## src/rtl/mem_access_unit_pkg.sv

```systemverilog
// rtl/mem_access_unit_pkg.sv - shared op/state encodings and sizing helpers for the memory-access stage
package mem_access_unit_pkg;

  typedef enum logic [3:0] {
    OP_NONE = 4'd0,
    OP_LB   = 4'd1,
    OP_LBU  = 4'd2,
    OP_LH   = 4'd3,
    OP_LHU  = 4'd4,
    OP_LW   = 4'd5,
    OP_LWU  = 4'd6,
    OP_LD   = 4'd7,
    OP_SB   = 4'd8,
    OP_SH   = 4'd9,
    OP_SW   = 4'd10,
    OP_SD   = 4'd11
  } mem_op_t;

  typedef enum logic [1:0] {
    ST_IDLE  = 2'd0,
    ST_REQ   = 2'd1,
    ST_WAIT  = 2'd2,
    ST_DRAIN = 2'd3
  } mau_state_t;

  localparam logic EXC_ADEL = 1'b0;
  localparam logic EXC_ADES = 1'b1;

  function automatic int bytes_of(int dw);
    return dw / 8;
  endfunction

  function automatic int off_width(int dw);
    return $clog2(dw / 8);
  endfunction

  // Access size in bytes; 0 marks a non-memory op.
  function automatic logic [3:0] op_size(mem_op_t op);
    case (op)
      OP_LB, OP_LBU, OP_SB:  return 4'd1;
      OP_LH, OP_LHU, OP_SH:  return 4'd2;
      OP_LW, OP_LWU, OP_SW:  return 4'd4;
      OP_LD, OP_SD:          return 4'd8;
      default:               return 4'd0;
    endcase
  endfunction

  function automatic logic op_is_store(mem_op_t op);
    return op inside {OP_SB, OP_SH, OP_SW, OP_SD};
  endfunction

  function automatic logic op_is_signed(mem_op_t op);
    return op inside {OP_LB, OP_LH, OP_LW};
  endfunction

endpackage

```

## src/rtl/mem_lane_format.sv

```systemverilog
// rtl/mem_lane_format.sv - big-endian byte-lane steering, extension and alignment check
module mem_lane_format
  import mem_access_unit_pkg::*;
#(
  parameter int DATA_WIDTH = 32,
  localparam int BYTES = DATA_WIDTH / 8,
  localparam int OFFW  = $clog2(DATA_WIDTH / 8)
) (
  input  mem_op_t               op,
  input  logic [OFFW-1:0]       offset,
  input  logic [DATA_WIDTH-1:0] wdata,
  input  logic [DATA_WIDTH-1:0] rdata,
  output logic [BYTES-1:0]      strb,
  output logic [DATA_WIDTH-1:0] wdata_rep,
  output logic [DATA_WIDTH-1:0] rdata_ext,
  output logic                  misalign
);

  logic [3:0]            size;
  logic [2:0]            off3;
  logic                  sgn;
  int                    lo;
  int                    shamt;
  logic [DATA_WIDTH-1:0] shifted;

  assign size = op_size(op);
  assign off3 = 3'(offset);
  assign sgn  = op_is_signed(op);

  // Lowest bus lane of the field: offset o sits on lane BYTES-1-o, field grows toward lane 0.
  always_comb begin
    lo = BYTES - int'(off3) - int'(size);
    shamt = (lo > 0) ? lo : 0;
    shifted = rdata >> (8 * shamt);
  end

  // Alignment check; 64-bit-only ops never fit a 32-bit datapath.
  always_comb begin
    misalign = 1'b0;
    case (size)
      4'd2:    misalign = off3[0];
      4'd4:    misalign = (off3[1:0] != 2'b00);
      4'd8:    misalign = (off3 != 3'b000);
      default: misalign = 1'b0;
    endcase
    if (BYTES == 4 && (op inside {OP_LWU, OP_LD, OP_SD}))
      misalign = 1'b1;
  end

  // Store strobes cover the lanes of the field; loads drive no strobes.
  always_comb begin
    strb = '0;
    if (op_is_store(op)) begin
      for (int i = 0; i < BYTES; i++) begin
        if (i >= lo && i < lo + int'(size))
          strb[i] = 1'b1;
      end
    end
  end

  // Store data replicated so the field appears on every lane group.
  always_comb begin
    case (size)
      4'd1:    wdata_rep = {BYTES{wdata[7:0]}};
      4'd2:    wdata_rep = {(BYTES/2){wdata[15:0]}};
      4'd4:    wdata_rep = {(BYTES/4){wdata[31:0]}};
      default: wdata_rep = wdata;
    endcase
  end

  // Load data: selected field right-justified, then sign- or zero-extended.
  always_comb begin
    case (size)
      4'd1:
        if (sgn) rdata_ext = DATA_WIDTH'($signed(shifted[7:0]));
        else     rdata_ext = DATA_WIDTH'(shifted[7:0]);
      4'd2:
        if (sgn) rdata_ext = DATA_WIDTH'($signed(shifted[15:0]));
        else     rdata_ext = DATA_WIDTH'(shifted[15:0]);
      4'd4:
        if (sgn) rdata_ext = DATA_WIDTH'($signed(shifted[31:0]));
        else     rdata_ext = DATA_WIDTH'(shifted[31:0]);
      default: rdata_ext = shifted;
    endcase
  end

endmodule

```

## src/rtl/mem_access_unit.sv

```systemverilog
// rtl/mem_access_unit.sv - sequential load/store stage between exec and the data bus
module mem_access_unit
  import mem_access_unit_pkg::*;
#(
  parameter int DATA_WIDTH = 32,
  parameter int ADDR_WIDTH = 32,
  parameter int TAG_WIDTH  = 3,
  parameter int PREG_WIDTH = 6
) (
  input  logic                      clk,
  input  logic                      rst_n,
  input  logic                      flush,
  input  logic                      in_valid,
  output logic                      in_ready,
  input  mem_op_t                   in_op,
  input  logic [ADDR_WIDTH-1:0]     in_addr,
  input  logic [DATA_WIDTH-1:0]     in_wdata,
  input  logic [TAG_WIDTH-1:0]      in_tag,
  input  logic [PREG_WIDTH-1:0]     in_preg,
  input  logic                      in_wb_reg,
  output logic                      bus_req_valid,
  input  logic                      bus_req_ready,
  output logic                      bus_req_we,
  output logic [ADDR_WIDTH-1:0]     bus_req_addr,
  output logic [DATA_WIDTH-1:0]     bus_req_wdata,
  output logic [DATA_WIDTH/8-1:0]   bus_req_strb,
  input  logic                      bus_rsp_valid,
  input  logic [DATA_WIDTH-1:0]     bus_rsp_rdata,
  output logic                      wb_valid,
  output logic [DATA_WIDTH-1:0]     wb_data,
  output logic [TAG_WIDTH-1:0]      wb_tag,
  output logic [PREG_WIDTH-1:0]     wb_preg,
  output logic                      wb_reg,
  output logic                      wb_exc,
  output logic                      wb_exc_store
);

  localparam int BYTES = bytes_of(DATA_WIDTH);
  localparam int OFFW  = off_width(DATA_WIDTH);

  mau_state_t             state, state_nxt;
  mem_op_t                op_q, fmt_op;
  logic [OFFW-1:0]        off_q, fmt_off;
  logic [TAG_WIDTH-1:0]   tag_q;
  logic [PREG_WIDTH-1:0]  preg_q;
  logic                   wb_reg_q;
  logic [BYTES-1:0]       fmt_strb;
  logic [DATA_WIDTH-1:0]  fmt_wdata, fmt_rdata;
  logic                   fmt_misalign;
  logic                   accept, handshake;

  assign in_ready  = rst_n && (state == ST_IDLE);
  assign accept    = in_valid && in_ready && !flush;
  assign handshake = bus_req_valid && bus_req_ready;

  // The formatter looks at the incoming op while idle and at the held op otherwise.
  assign fmt_op  = (state == ST_IDLE) ? in_op : op_q;
  assign fmt_off = (state == ST_IDLE) ? in_addr[OFFW-1:0] : off_q;

  mem_lane_format #(.DATA_WIDTH(DATA_WIDTH)) u_fmt (
    .op        (fmt_op),
    .offset    (fmt_off),
    .wdata     (in_wdata),
    .rdata     (bus_rsp_rdata),
    .strb      (fmt_strb),
    .wdata_rep (fmt_wdata),
    .rdata_ext (fmt_rdata),
    .misalign  (fmt_misalign)
  );

  // State register.
  always_ff @(posedge clk or negedge rst_n) begin
    if (!rst_n) state <= ST_IDLE;
    else        state <= state_nxt;
  end

  // Next state; a response coincident with the request handshake is not consumed.
  always_comb begin
    state_nxt = state;
    case (state)
      ST_IDLE:
        if (accept && op_size(in_op) != 4'd0 && !fmt_misalign) state_nxt = ST_REQ;
      ST_REQ:
        if (handshake)  state_nxt = flush ? ST_DRAIN : ST_WAIT;
        else if (flush) state_nxt = ST_IDLE;
      ST_WAIT:
        if (bus_rsp_valid) state_nxt = ST_IDLE;
        else if (flush)    state_nxt = ST_DRAIN;
      ST_DRAIN:
        if (bus_rsp_valid) state_nxt = ST_IDLE;
      default: state_nxt = ST_IDLE;
    endcase
  end

  // Op capture, registered bus request and one-cycle writeback pulse.
  always_ff @(posedge clk or negedge rst_n) begin
    if (!rst_n) begin
      op_q          <= OP_NONE;
      off_q         <= '0;
      tag_q         <= '0;
      preg_q        <= '0;
      wb_reg_q      <= 1'b0;
      bus_req_valid <= 1'b0;
      bus_req_we    <= 1'b0;
      bus_req_addr  <= '0;
      bus_req_wdata <= '0;
      bus_req_strb  <= '0;
      wb_valid      <= 1'b0;
      wb_data       <= '0;
      wb_tag        <= '0;
      wb_preg       <= '0;
      wb_reg        <= 1'b0;
      wb_exc        <= 1'b0;
      wb_exc_store  <= 1'b0;
    end else begin
      wb_valid     <= 1'b0;
      wb_data      <= '0;
      wb_tag       <= '0;
      wb_preg      <= '0;
      wb_reg       <= 1'b0;
      wb_exc       <= 1'b0;
      wb_exc_store <= 1'b0;

      if (handshake || (state == ST_REQ && flush))
        bus_req_valid <= 1'b0;

      if (accept) begin
        op_q     <= in_op;
        off_q    <= in_addr[OFFW-1:0];
        tag_q    <= in_tag;
        preg_q   <= in_preg;
        wb_reg_q <= in_wb_reg;
        if (op_size(in_op) == 4'd0) begin
          wb_valid <= 1'b1;
          wb_data  <= DATA_WIDTH'(in_addr);
          wb_tag   <= in_tag;
          wb_preg  <= in_preg;
          wb_reg   <= in_wb_reg;
        end else if (fmt_misalign) begin
          wb_valid     <= 1'b1;
          wb_tag       <= in_tag;
          wb_preg      <= in_preg;
          wb_exc       <= 1'b1;
          wb_exc_store <= op_is_store(in_op) ? EXC_ADES : EXC_ADEL;
        end else begin
          bus_req_valid <= 1'b1;
          bus_req_we    <= op_is_store(in_op);
          bus_req_addr  <= {in_addr[ADDR_WIDTH-1:OFFW], OFFW'(0)};
          bus_req_wdata <= op_is_store(in_op) ? fmt_wdata : '0;
          bus_req_strb  <= fmt_strb;
        end
      end

      if (state == ST_WAIT && bus_rsp_valid && !flush) begin
        wb_valid <= 1'b1;
        wb_tag   <= tag_q;
        wb_preg  <= preg_q;
        if (!op_is_store(op_q)) begin
          wb_data <= fmt_rdata;
          wb_reg  <= wb_reg_q;
        end
      end
    end
  end

endmodule

```

## config.mk

```make
export PLATFORM = sky130hd
export DESIGN_NAME = mem_access_unit
export DESIGN_NICKNAME = d
export VERILOG_FILES = /design/src/rtl/mem_access_unit_pkg.sv /design/src/rtl/mem_lane_format.sv /design/src/rtl/mem_access_unit.sv
export SDC_FILE = /design/constraint.sdc
export NUM_CORES = 1
export LEC_CHECK = 0
export CORE_UTILIZATION = 25
export CTS_CLUSTER_DIAMETER = 200
export DETAILED_ROUTE_END_ITERATION = 10
export GPL_TIMING_DRIVEN = 0
export SYNTH_ARGS = -nofsm -noshare
export SYNTH_HDL_FRONTEND = slang
export SYNTH_SLANG_ARGS = --single-unit
```

## constraint.sdc

```tcl
create_clock -name clk -period 7.35 [get_ports clk]
set_input_delay 0.735 -clock clk [delete_from_list [all_inputs] [get_ports clk]]
set_output_delay 0.735 -clock clk [all_outputs]
set_load 0.03 [all_outputs]
```

After elaboration in Yosys (flattened, before gate mapping)
Memories as Yosys holds them, arrays and structs flattened.
Index checks and enable logic that the tools add are counted.
{ "word_totals": {"regBits": 131, "mem_bits_ro": 192, "in_bits": 116, "output_inout_bits": 116, "wordCells": 147, "memories": 3} }
{ "memory_table": {"columns": ["name", "depth", "word_bits", "read_ports", "rd_ports_with_merged_regs", "wr", "line", "text"], "rows": [
  ["(no name shown)", 16, 4, 1, 0, 0, "mem_access_unit_pkg.sv:39", "case (op)"],
  ["(no name shown)", 16, 4, 1, 0, 0, "mem_access_unit_pkg.sv:39", null],
  ["(no name shown)", 16, 4, 1, 0, 0, "mem_access_unit_pkg.sv:39", null]
]} }
{ "op_classes": {"add_sub_neg": 3, "magnitude_cmp": 9, "eq_ne": 28, "n_shift": 1, "mux": 55, "bitwise_logic": 2, "n_reduce_logical": 28} }
{ "ops": {"columns": ["op", "count"], "rows": [
  ["32-bit two-way mux", 7],
  ["32-bit case mux with 2 select lines", 2],
  ["3-bit by 32-bit >= comparator with 1-bit output (first input constant)", 2],
  ["3-bit by 32-bit < comparator with 1-bit output (first input constant)", 2],
  ["4-bit == test (second input constant)", 13],
  ["32-bit by 5-bit adder with 32-bit output", 1],
  ["1-bit by 32-bit >= comparator with 1-bit output (first input constant)", 1],
  ["2-bit by 32-bit >= comparator with 1-bit output (first input constant)", 1],
  ["32-bit by 1-bit greater-than comparator with 1-bit output (second input constant)", 1],
  ["1-bit by 32-bit < comparator with 1-bit output (first input constant)", 1],
  ["2-bit by 32-bit < comparator with 1-bit output (first input constant)", 1],
  ["32-bit by 32-bit >> shifter with 32-bit output", 1],
  ["29-bit two-way mux", 1],
  ["1-bit two-way mux", 24],
  ["6-bit two-way mux", 4],
  ["4-bit by 3-bit == test with 1-bit output (second input constant)", 4],
  ["4-bit two-way mux", 4],
  ["4-bit nonzero test", 4],
  ["2-bit two-way mux", 7],
  ["1-bit logical AND", 13],
  ["3-bit two-way mux", 4],
  ["3-bit nonzero test", 3],
  ["4-bit by 1-bit == test with 1-bit output (second input constant)", 2],
  ["4-bit by 2-bit == test with 1-bit output (second input constant)", 2],
  ["other kinds (17)", 21]
]} }

Longest topological paths before layout
{ "logic_depth": {"depth_word": 11, "mapped_depth": 24, "depth_no_buf": 23} }

Hierarchy
A second synthesis with hierarchy kept.
{ "hier_totals": {"cells_unflattened": 660, "area_unflattened_um2": 7156.9} }
{ "by_module_without_submodules": {"columns": ["mod", "instances", "cells_per_inst", "area_each_um2", "seq_area_each_um2"], "rows": [
  ["mem_access_unit", 1, 357, 5064.9, 3278.1],
  ["mem_lane_format", 1, 303, 2092.0, 0.0]
]} }

Least setup slack after synthesis
Ideal clock, no wire load.
{ "synth_path": {"path_kind": "reg-to-reg", "start": "reg state[1]", "end": "reg bus_req_strb[1]", "setup_time_ps": 130, "t_arrival_ps": 4947, "t_required_ps": 7220, "path_slack_ps": 2272, "path_stages_with_launch": 25, "path_buffers": 1, "synth_period_minus_slack_ps": 5078, "cell_sequence": "dfrtp_1 -> buf_6 -> nor2_4 -> mux2i_1 -> inv_1 -> ha_1 -> inv_1 -> or3_1 -> o221ai_4 -> inv_1 -> ha_1 -> nand2_1 -> o21a_1 -> inv_1 -> ha_1 -> inv_1 -> o21ai_0 -> o2bb2a_1 -> nand2_1 -> ha_1 -> nor4b_1 -> nand4_1 -> or4_1 -> nor4_1 -> o41ai_2"} }
{ "synth_via": {"elab_chain_len": 9, "elab_cells_between_ends": 32, "cone_classes": "3 x add/sub; 2 x order compare; 9 x eq/ne; 6 x mux; 1 x bitwise; 10 x reduce/logical; 1 x memory"} }
{ "synth_rtl": {"columns": ["item", "line", "text"], "rows": [
  ["from (decl)", "mem_access_unit.sv:41", "mau_state_t state, state_nxt;"],
  ["from (signal assigned)", "mem_access_unit.sv:74", "else state <= state_nxt;"],
  ["2-bit logical NOT *", "mem_access_unit.sv:52, mem_access_unit.sv:57, mem_access_unit.sv:58", null],
  ["4-bit two-way mux / 2-bit two-way mux (equally long branches)", "mem_access_unit.sv:57, mem_access_unit.sv:58", null],
  ["memory 16 x 4 bit / 3-bit by 2-bit subtractor with 4-bit output (equally long branches)", null, null],
  ["4-bit by 5-bit subtractor with 6-bit output", "mem_lane_format.sv:32", "lo = BYTES - int'(off3) - int'(size);"],
  ["32-bit by 5-bit adder with 32-bit output", "mem_lane_format.sv:55", "if (i >= lo && i < lo + int'(size))"],
  ["2-bit by 32-bit < comparator with 1-bit output", "mem_lane_format.sv:55", null],
  ["1-bit logical AND", "mem_lane_format.sv:55", null],
  ["1-bit two-way mux", "mem_lane_format.sv:55", null],
  ["4-bit two-way mux", "mem_lane_format.sv:53", "if (op_is_store(op)) begin"],
  ["to (signal assigned)", "mem_access_unit.sv:150", "bus_req_strb <= fmt_strb;"],
  ["to (decl)", "mem_access_unit.sv:26", "output logic [DATA_WIDTH/8-1:0] bus_req_strb,"]
]} }
Every way passes the cells marked *; elsewhere a longest branch is shown, timed or not.
A chain may end at the register's enable or synchronous reset.

Worst setup path in the final report
{ "layout_path": {"start": "in in_op[0]", "end": "reg bus_req_strb[0]"} }
{ "layout_via": {"elab_chain_len": 8, "elab_cells_between_ends": 28, "cone_classes": "2 x add/sub; 2 x order compare; 9 x eq/ne; 6 x mux; 2 x bitwise; 5 x reduce/logical; 2 x memory"} }
{ "layout_rtl": {"columns": ["item", "line", "text"], "rows": [
  ["from (decl)", "mem_access_unit.sv:15", "input mem_op_t in_op,"],
  ["4-bit two-way mux", "mem_access_unit.sv:57", "assign fmt_op = (state == ST_IDLE) ? in_op : op_q;"],
  ["memory 16 x 4 bit", null, null],
  ["4-bit by 5-bit subtractor with 6-bit output", "mem_lane_format.sv:32", null],
  ["32-bit by 5-bit adder with 32-bit output", "mem_lane_format.sv:55", null],
  ["1-bit by 32-bit < comparator with 1-bit output", "mem_lane_format.sv:55", null],
  ["1-bit logical AND", "mem_lane_format.sv:55", null],
  ["1-bit two-way mux", "mem_lane_format.sv:55", null],
  ["4-bit two-way mux", "mem_lane_format.sv:53", null]
]} }
Several ways; a longest one is shown, not always the timed one. The select of a mux whose other input is x is not followed.

==> flow_summary.toml <==
[grt]
grt.total_usage_pct = 17.5
grt_max_degree = 69
grt_pass1_wl_mm = 37.8
grt.overflow.total = 0
antenna_found_initial = 0
grt_pass1_vias = 6421

[drt]
dr_wl_met3_mm = 1.65
drc = 0
avgRoutedWirePerCell_um = 18.6
met1_length_mm = 11.3
wl_met2_mm = 11.7
vias = 6390
viasPerCell = 4.74
wirelength_mm = 25.1
drtIter0Drc = 552
ant_nets = 0
highest_layer = "met4"
dr.pass1.iters = 5

[worst_setup_path]
critPathMaxStageDelay_ns = 0.54
crit_type = "in -> reg"
path_cells = "clkdlybuf4s50_1 > mux2i_1 > inv_1 > ha_1 > inv_1 > or3_1 > o221ai_4 > inv_1 > ha_1 > nand2_1 > o21a_1 > inv_1 > ha_1 > inv_1 > o21ai_0 > o2bb2a_1 > nand2_1 > ha_1 > nor4b_1 > nand4_1 > or4_1 > nor4b_1 > o31ai_1"
worstPathRequired_ns = 7.64
cp-end-kind = "flip-flop"
worst_setup_path_start_kind = "primary input"
slowest_stage = "clkdlybuf4s50_1"
rrSetupSlack_ns = 1.48
worst_path_most_repeated_cell = "inv_1"
cp_max_fo = 7
cp.arrival_ns = 6.17

[outcome]
status = "completed"

[timing]
fin_worst_skew_ns = 0.0152
slew_headroom_pct = 42.6
final_max_slew_viol_count = 0
hold_viol = 0
rsz0062_at_grt = "false"
tightest_slew_ns = 0.862
setup_tns_ns = 0
setup_viol = 0
fin_crit_sh_pct = 80.0
max_freq_ghz = 0.170
fin_crit_ns = 5.88

[synthesis]
synth_area_mm2 = 0.00709
synth_warnings = 0
synthArstFlopShare_pct = 100
seq_area_frac_synth_pct = 46.2
yosys.cell_types.count = 79
syn_area_per_cell_um2 = 10.0
synth-edff-count = 0
synth_ff_type = "dfrtp_1"
syn-instance-count = 708
synth-seq-cells = 131

[clock_tree]
numCtsBuffers = 17
tritoncts = "done"
cts_sinks = 131
htree_levels = 4
cts_hold_buf = 0
post_cts_buffers = 0
cts_root_buf = "clkbuf_16"
clock_path_buffers = 2
cts_resized = 0
clkLatencyLatePin_ns = 0.43
clk_pin_slew_ns = 0.07

[run]
drv_cap = 0

[floorplan]
start_util_pct = 25.5
core_area_mm2 = 0.0279
io_pins = 232
fp-row-count = 61
die_w_um = 170
dieArea_mm2 = 0.0290
fp.dieH_um = 170

[finish]
largestRegisters = "bus_req_wdata x32, wb_data x32, bus_req_addr x30"
nNetsFinal = 1099
final_util_pct = 37.6
drive_gt1_share_pct = 10.1
syn2layout_area_growth_pct = 47.6
antenna_cells = 0

[placed_design]
globalplace.congestion = 0.892
dp_hpwl_mm = 19.1
portBuffers = 229

[power_and_ir_drop]
power.density_mw_per_mm2 = 317
vdd_ir_drop_max_v = 0.000131
leakagePower_nw = 4.41

[worst_hold_path]
min_path_type = "in -> async"
## worst paths after layout
check | start | to | cells after the start
max | in_op[0] | bus_req_strb[0]$_DFFE_PN0P_ | 23
min | rst_n | bus_req_addr[10]$_DFFE_PN0P_ | 1
max reg2reg | state[1]$_DFFE_PN0P_ | bus_req_strb[0]$_DFFE_PN0P_ | 24
min reg2reg | bus_req_wdata[8]$_DFFE_PN0P_ | bus_req_wdata[8]$_DFFE_PN0P_ | 2
max in group asynchronous | rst_n | off_q[1]$_DFFE_PN0P_ | 2
min in group clk | bus_req_wdata[8]$_DFFE_PN0P_ | bus_req_wdata[8]$_DFFE_PN0P_ | 2
## cell usage in the layout (no fill, tap or decap), drive strengths merged, types with 3 or more instances in the layout
master         netlist  routed
a221o                8       8
nand3               12      12
o221ai              10      10
dfrtp              131     131
a32o                 9       9
a222oi               7       7
o31ai               18      18
nand4                3       3
o21ai               57      57
o2111ai              3       3
o21a                 7       7
clkbuf              19      38
mux2                41      41
nor2b                5       5
nand2              172     172
inv                 23      26
clkinvlp             0       4
clkinv               0       5
and3b                3       3
and2                 3       3
ha                  24      24
nor4                 3       3
mux2i               14      14
nor2                33      33
buf                 22      24
nor4b                3       3
a21oi               11      11
o211ai              16      16
nor3                 3       3
a21o                 4       4
clkdlybuf4s50        0     228
xnor2                4       4
a22oi                3       3
## cell type report
| type | instances | area (µm²) |
|---|---|---|
| fill | 2820 | 17400 |
| multi-input combinational | 514 | 3490 |
| sequential | 131 | 3280 |
| timing repair buffer | 230 | 2320 |
| tap | 378 | 473 |
| clock buffer | 19 | 453 |
| buffer | 41 | 243 |
| clock inverter | 13 | 126 |
| inverter | 23 | 88.8 |
## routing by layer
| metal | up-vias | track usage [%] |
|---|---|---|
| met3 | 23 | 4.28 |
| met1 | 3096 | 22.5 |
| met4 | 0 | 5.80 |
| met2 | 232 | 28.5 |
| met5 | - | 0 |
| li1 | 3039 | - |
## critical path: cells and delay by family
kind / cells / cell delay, ns
adder cells (fa/ha/maj): 4 / 1.24
buffers and inverters: 6 / 1.08
AND/OR/NAND/NOR: 7 / 1.83
multiplexers: 1 / 0.15
AO/OA/AOI/OAI: 5 / 1.13
## report_power, final
part	switching, mW	internal, mW
sequential	0.0838	0.883
combinational	0.905	0.603
clock	0.360	0.488
total	1.35	1.97
## synth_stat cells (all sizes together), types with 7 or more instances
library cell / count / area, µm²
ha: 24 / 300
a32o: 9 / 90.1
o21ai: 57 / 319
clkbuf: 19 / 71.3
a221o: 8 / 80.1
inv: 23 / 88.8
nand2: 172 / 648
a222oi: 7 / 70.1
a21oi: 11 / 55.1
mux2: 41 / 473
o221ai: 10 / 105
nand3: 12 / 65.1
o21a: 7 / 67.6
nor2: 33 / 179
o211ai: 16 / 120
buf: 22 / 171
dfrtp: 131 / 3280
mux2i: 14 / 144
o31ai: 18 / 135
## per-stage QoR
stage | worst slack, ns | hold WS [ns] | total power, mW | instances | instance area [µm²]
after CTS | 1.48 | 0.314 | 3.35 | 1349 | 10500
after global placement | -1.13 | 0.458 | 2.47 | 1316 | 9860
after floorplan | 2.27 | 0.439 | 1.89 | 709 | 7100
after global routing | 0.969 | 0.337 | 3.52 | 1349 | 10500
final | 1.47 | 0.286 | 3.32 | 1349 | 10500
after detailed placement | 1.05 | 0.464 | 2.49 | 1317 | 9890
## kinds of logic (layout without fill, tap and decap cells)
kind of cell	Yosys count	after routing	synth area share [%]
AND/OR/NAND/NOR	254	254	16.5
buffers and inverters	64	326	4.67
XOR/XNOR	6	6	0.741
other	1	2	0.0529
flip-flops	131	131	46.2
multiplexers	55	55	8.70
AO/OA/AOI/OAI	172	172	18.6
adder cells (fa/ha/maj)	25	25	4.52
Power figures use the tool's default switching activity.
==> variant 1 (same flow settings) <==
`PREG_WIDTH`: 6 -> 4.
--- a/src/rtl/mem_access_unit.sv
+++ b/src/rtl/mem_access_unit.sv
@@ -5,7 +5,7 @@
   parameter int DATA_WIDTH = 32,
   parameter int ADDR_WIDTH = 32,
   parameter int TAG_WIDTH  = 3,
-  parameter int PREG_WIDTH = 6
+  parameter int PREG_WIDTH = 4
 ) (
   input  logic                      clk,
   input  logic                      rst_n,
Ports: changed (resized in_preg and wb_preg); port bits go from 232 to 228. The function was not compared with the original's and may differ.
==> variant 1 against the unedited design <==
- setup slack worse by 890 ps
- cell area hardly changed
- register-to-register slack worse by 890 ps
- area after synthesis is 0.11% lower
- non-clock buffer count is 1 higher
- power is 1.1% lower
- sequential cell count is 4 lower
- wire length is 2.4% higher
- via count is 0.13% higher
==> variant 1: results (changes against the unedited design) <==
[outcome]
status = finished clean  ; unchanged

[pwr]
ir_worst_vdd_v = 0.000154  ; was 0.000131 V
switchingPower_w = 0.00125  ; was 0.00135 W
power_frac_seq = 0.284  ; was 0.291
leakagePower_nw = 4.47  ; was 4.41 nW

[timing]
totalNegativeSetupSlack_ps = 0  ; unchanged
skew_ps = 10.6  ; was 15.2 ps
tightest_slew_ps = 1050  ; was 862 ps

[drt]
firstDrtPassIters = 5  ; unchanged
via_per_inst = 4.91  ; was 4.74
first_iter_violations = 418  ; was 552
postRouteAntennaNets = 0  ; unchanged
routed_wl_um = 25700  ; was 25100 µm

[clock_tree]
clkLatencyLatePin_ps = 430  ; about the same
cts_max_level = 4  ; unchanged
clk_pin_slew_ps = 60
cts_buffer_depth = 2  ; unchanged
cts_buffers = 17  ; unchanged
cts_root_buffer = clkbuf_16  ; unchanged

[layout]
reg.largest.list = bus_req_wdata (32), wb_data (32), bus_req_addr (30)  ; unchanged
n_antenna_cell = 0  ; unchanged
fillers = 2780  ; was 2820
drive_above_1_share = 0.106  ; was 0.101
fin_nets = 1053  ; was 1099

[placed_design]
io_buffers = 224  ; was 229
dpl.hpwl_um = 19300  ; was 19100 µm
place_area_um2 = 9830  ; was 9890 µm²
gp_congestion = 0.837  ; was 0.892

[yosys]
synth.cells.most_frequent = dfrtp_1, nand2_1, o21ai_0  ; was nand2_1, dfrtp_1, mux2_1
ys_types = 75  ; was 79
synth_top_cells_by_area = dfrtp_1, ha_1, mux2_1  ; was dfrtp_1, nand2_1, mux2_1
yosysSeqAreaShare = 0.449  ; was 0.462
yosys_warnings = 0  ; unchanged

[critical_path]
worst_ep_arrival_time_ps = 7060  ; was 6170 ps
cpMaxStageDelayCell = fa_1  ; was clkdlybuf4s50_1
crit_family = simple AND/OR/NAND/NOR gates  ; unchanged
slowest_delay_ps = 600  ; was 540 ps
worst-path-max-fanout = 11  ; was 7

[global_routing]
grt_antenna_before_repair = 1  ; was 0
grt_max_degree = 83  ; was 69
grt_usage = 0.175  ; about the same
grt_pass1_vias = 6328  ; was 6421
grt_pass1_wl_um = 37600  ; was 37800 µm

[hold_path]
holdCritPathClass = in2async  ; unchanged

## variant 1: cell count changes in the layout (fill, tap and decap cells not counted), moves of 7 or more
cell      before  now
mux4_2         0    7
nand3_1       11    2
a211o_1        0    8
nand2_1      171   70
mux2i_1       13   23
a222oi_1       7    0
o21ai_0       26   51
a221o_1        8   17
o21ai_1       24   11
a22o_1         2   10
o211ai_1      16    1
a211oi_1       0   13
and2_1         3   13
o31ai_1       18   25
## variant 1: logic make-up (layout without fill, tap and decap cells)
group,Yosys count,in the layout,share of synthesized area
xor gates and xnor gates,7,7,0.00865
and+or+nand+nor,164,164,0.120
DFF,127,127,0.449
buffers and inverters,66,322,0.0438
other,1,2,0.000529
AOI/OAI and AO/OA,207,207,0.210
muxes,72,72,0.124
adders and majority gates,25,25,0.0452
## variant 1: final timing paths
path                                    to      start  slack, ps  depth (start not counted)
hold / removal                 wb_data[11]      rst_n        250                          1
min in group clk                 preg_q[3]  preg_q[3]        480                          2
max in group asynchronous         wb_reg_q      rst_n       6320                          2
setup reg to reg           bus_req_strb[1]   state[0]        590                         25
hold reg to reg                  preg_q[3]  preg_q[3]        480                          2
setup / recovery           bus_req_strb[1]   state[0]        590                         25
## variant 1: what timing repair did
item,CTS,global route
buffers inserted,0,0
resized for setup,0,3
setup endpoints to repair,0,4
## variant 1: power by group through the flow
stage,clock [W],combinational [W],sequential (W)
floorplan,0,0.000591,0.00121
global placement,0,0.00141,0.000943
detailed placement,0,0.00142,0.000946
CTS,0.000947,0.00143,0.000935
global route,0.000980,0.00152,0.000955
finish,0.000925,0.00143,0.000934
## variant 1: per-stage QoR
step / hold WS, ps / worst slack [ps] / std cells / util
2_1_floorplan: 439 / 1590 / 670 / -
3_3_place_gp: 461 / -1250 / 1272 / 0.352
3_5_place_dp: 465 / 31.9 / 1273 / 0.353
4_1_cts: 264 / 343 / 1304 / 0.376
5_1_grt: 275 / 137 / 1304 / 0.376
6_report: 255 / 587 / 1304 / 0.376
## variant 1: area by class of cell
class / count / area [µm²] / area share
plain buffers: 47 / 240 / 0.0229
clock buffers: 19 / 443 / 0.0423
clock inverters: 12 / 185 / 0.0177
inverters: 19 / 71.3 / 0.00681
multi-input cells: 477 / 3610 / 0.345
flip-flops and latches: 127 / 3180 / 0.304
well taps: 378 / 473 / 0.0452
repair buffers: 225 / 2270 / 0.217
## variant 1: metal layers
metal | up-vias | share of wire | routed length (µm) | global-route usage
li1 | 2972 | - | - | -
met1 | 3149 | 0.45 | 11500 | 0.230
met2 | 234 | 0.46 | 11900 | 0.279
met3 | 43 | 0.063 | 1630 | 0.0388
met4 | 0 | 0.026 | 677 | 0.0705
met5 | - | 0 | 0 | 0
==> variant 2 (same flow settings) <==
Without the edit above. Re-encode `mau_state_t` (4 states) as one-hot, 4 bits wide.
--- a/src/rtl/mem_access_unit_pkg.sv
+++ b/src/rtl/mem_access_unit_pkg.sv
@@ -16,11 +16,11 @@
     OP_SD   = 4'd11
   } mem_op_t;
 
-  typedef enum logic [1:0] {
-    ST_IDLE  = 2'd0,
-    ST_REQ   = 2'd1,
-    ST_WAIT  = 2'd2,
-    ST_DRAIN = 2'd3
+  typedef enum logic [3:0] {
+    ST_IDLE  = 4'b0001,
+    ST_REQ   = 4'b0010,
+    ST_WAIT  = 4'b0100,
+    ST_DRAIN = 4'b1000
   } mau_state_t;
 
   localparam logic EXC_ADEL = 1'b0;
Behaviour: no difference found for any inputs over 4 cycles, from zero or initial values and one cycle with rst_n low; so few cycles prove little.
==> variant 2 against the unedited design <==
- power decreased by 9.3%
- clock power fell by 0.5%
- highest routed layer unchanged
- sequential power fell by 3.0%
- sequential cell count grew 2
- cell area grew 3.4%
- wire length increased by 5.6%
- area after synthesis rose by 5.4%
- setup slack worse by 920 ps
==> variant 2: results (changes against the unedited design) <==
[outcome]
status = finished clean  ; unchanged

[layout]
num-multi-input-gates = 507  ; was 514
seq_share = 0.307  ; was 0.313
nonClockInverterCount = 30  ; was 23
nClkBuffers = 18  ; was 19
register_area_um2 = 3330  ; was 3280 µm²
multi_input_area_share = 0.348  ; was 0.333
reg.largest.list = bus_req_wdata (32), wb_data (32), bus_req_addr (30)  ; unchanged
non_clock_buffer_count = 279  ; was 271
fin_nets = 1109  ; was 1099
drive_above_1_share = 0.124  ; was 0.101
clk_share = 0.0519  ; was 0.0553
design.seq.count = 133  ; was 131
fillers = 2943  ; was 2820
fin_util = 0.372  ; was 0.376

[yosys]
synth.cells.most_frequent = dfrtp_1, nand2_1, o21ai_0  ; was nand2_1, dfrtp_1, mux2_1
synthAdderAreaFrac = 0.0428  ; was 0.0452
synth_compound_area_frac = 0.207  ; was 0.186
synth_top_area_share = 0.442  ; was 0.462
synthMuxAreaShare = 0.132  ; was 0.0870
syn_area_per_cell_um2 = 10.4  ; was 10.0 µm²
synth-xor-area-share = 0.00586  ; was 0.00741
ys_types = 76  ; was 79
yosysSeqAreaShare = 0.445  ; was 0.462

[pwr]
leakagePower_nw = 4.57  ; was 4.41 nW
power_w = 0.00302  ; was 0.00332 W
p_comb_frac = 0.409  ; was 0.454
ir_worst_vdd_v = 0.000156  ; was 0.000131 V
internal_power_w = 0.00186  ; was 0.00197 W

[clock_tree]
cts_max_level = 4  ; unchanged

[placed_design]
gp_congestion = 0.858  ; was 0.892
dpl.hpwl_um = 20000  ; was 19100 µm
dp_cells = 1333  ; was 1317
dp_worst_setup_slack_ps = -75.3  ; was 1050 ps
io_buffers = 227  ; was 229
place_area_um2 = 10300  ; was 9890 µm²

[drt]
via_count = 6758  ; was 6390
via_per_inst = 4.95  ; was 4.74
first_iter_violations = 497  ; was 552
wl_per_cell_um = 19.4  ; was 18.6 µm

[critical_path]
r2r-start = state[0]  ; was state[1]
crit_type = reg2reg  ; was in2reg
worst-path-max-fanout = 10  ; was 7
slowest_delay_ps = 580  ; was 540 ps
r2r_setup_slack_ps = 550  ; was 1480 ps
cpMaxStageDelayCell = dfstp_2  ; was clkdlybuf4s50_1
reg2regPathDepth = 28  ; was 24
worst_ep_arrival_time_ps = 7100  ; was 6170 ps

[timing]
skew_ps = 19.1  ; was 15.2 ps
hold_ws_ps = 217  ; was 286 ps
tightest_slew_ps = 1290  ; was 862 ps
period_share = 0.925  ; was 0.800

[global_routing]
grt_max_degree = 92  ; was 69

[variant 2: metal layers]
| layer | wire [µm] | track usage | part of all wire | vias up |
|---|---|---|---|---|
| met2 | 12500 | 0.278 | 0.47 | 264 |
| met5 | 0 | 0 | 0 | - |
| met3 | 1510 | 0.0361 | 0.057 | 36 |
| met1 | 11900 | 0.230 | 0.45 | 3296 |
| li1 | - | - | - | 3162 |
| met4 | 629 | 0.0598 | 0.024 | 0 |
[variant 2: worst max-delay path, delay by kind of cell (launching register included)]
| kind | cells | cell delay (ps) |
|---|---|---|
| flip-flops | 1 | 580 |
| multiplexers | 1 | 280 |
| AO/OA/AOI/OAI | 8 | 1480 |
| adder cells (fa/ha/maj) | 4 | 1230 |
| buffers and inverters | 5 | 890 |
| AND/OR/NAND/NOR | 10 | 2210 |
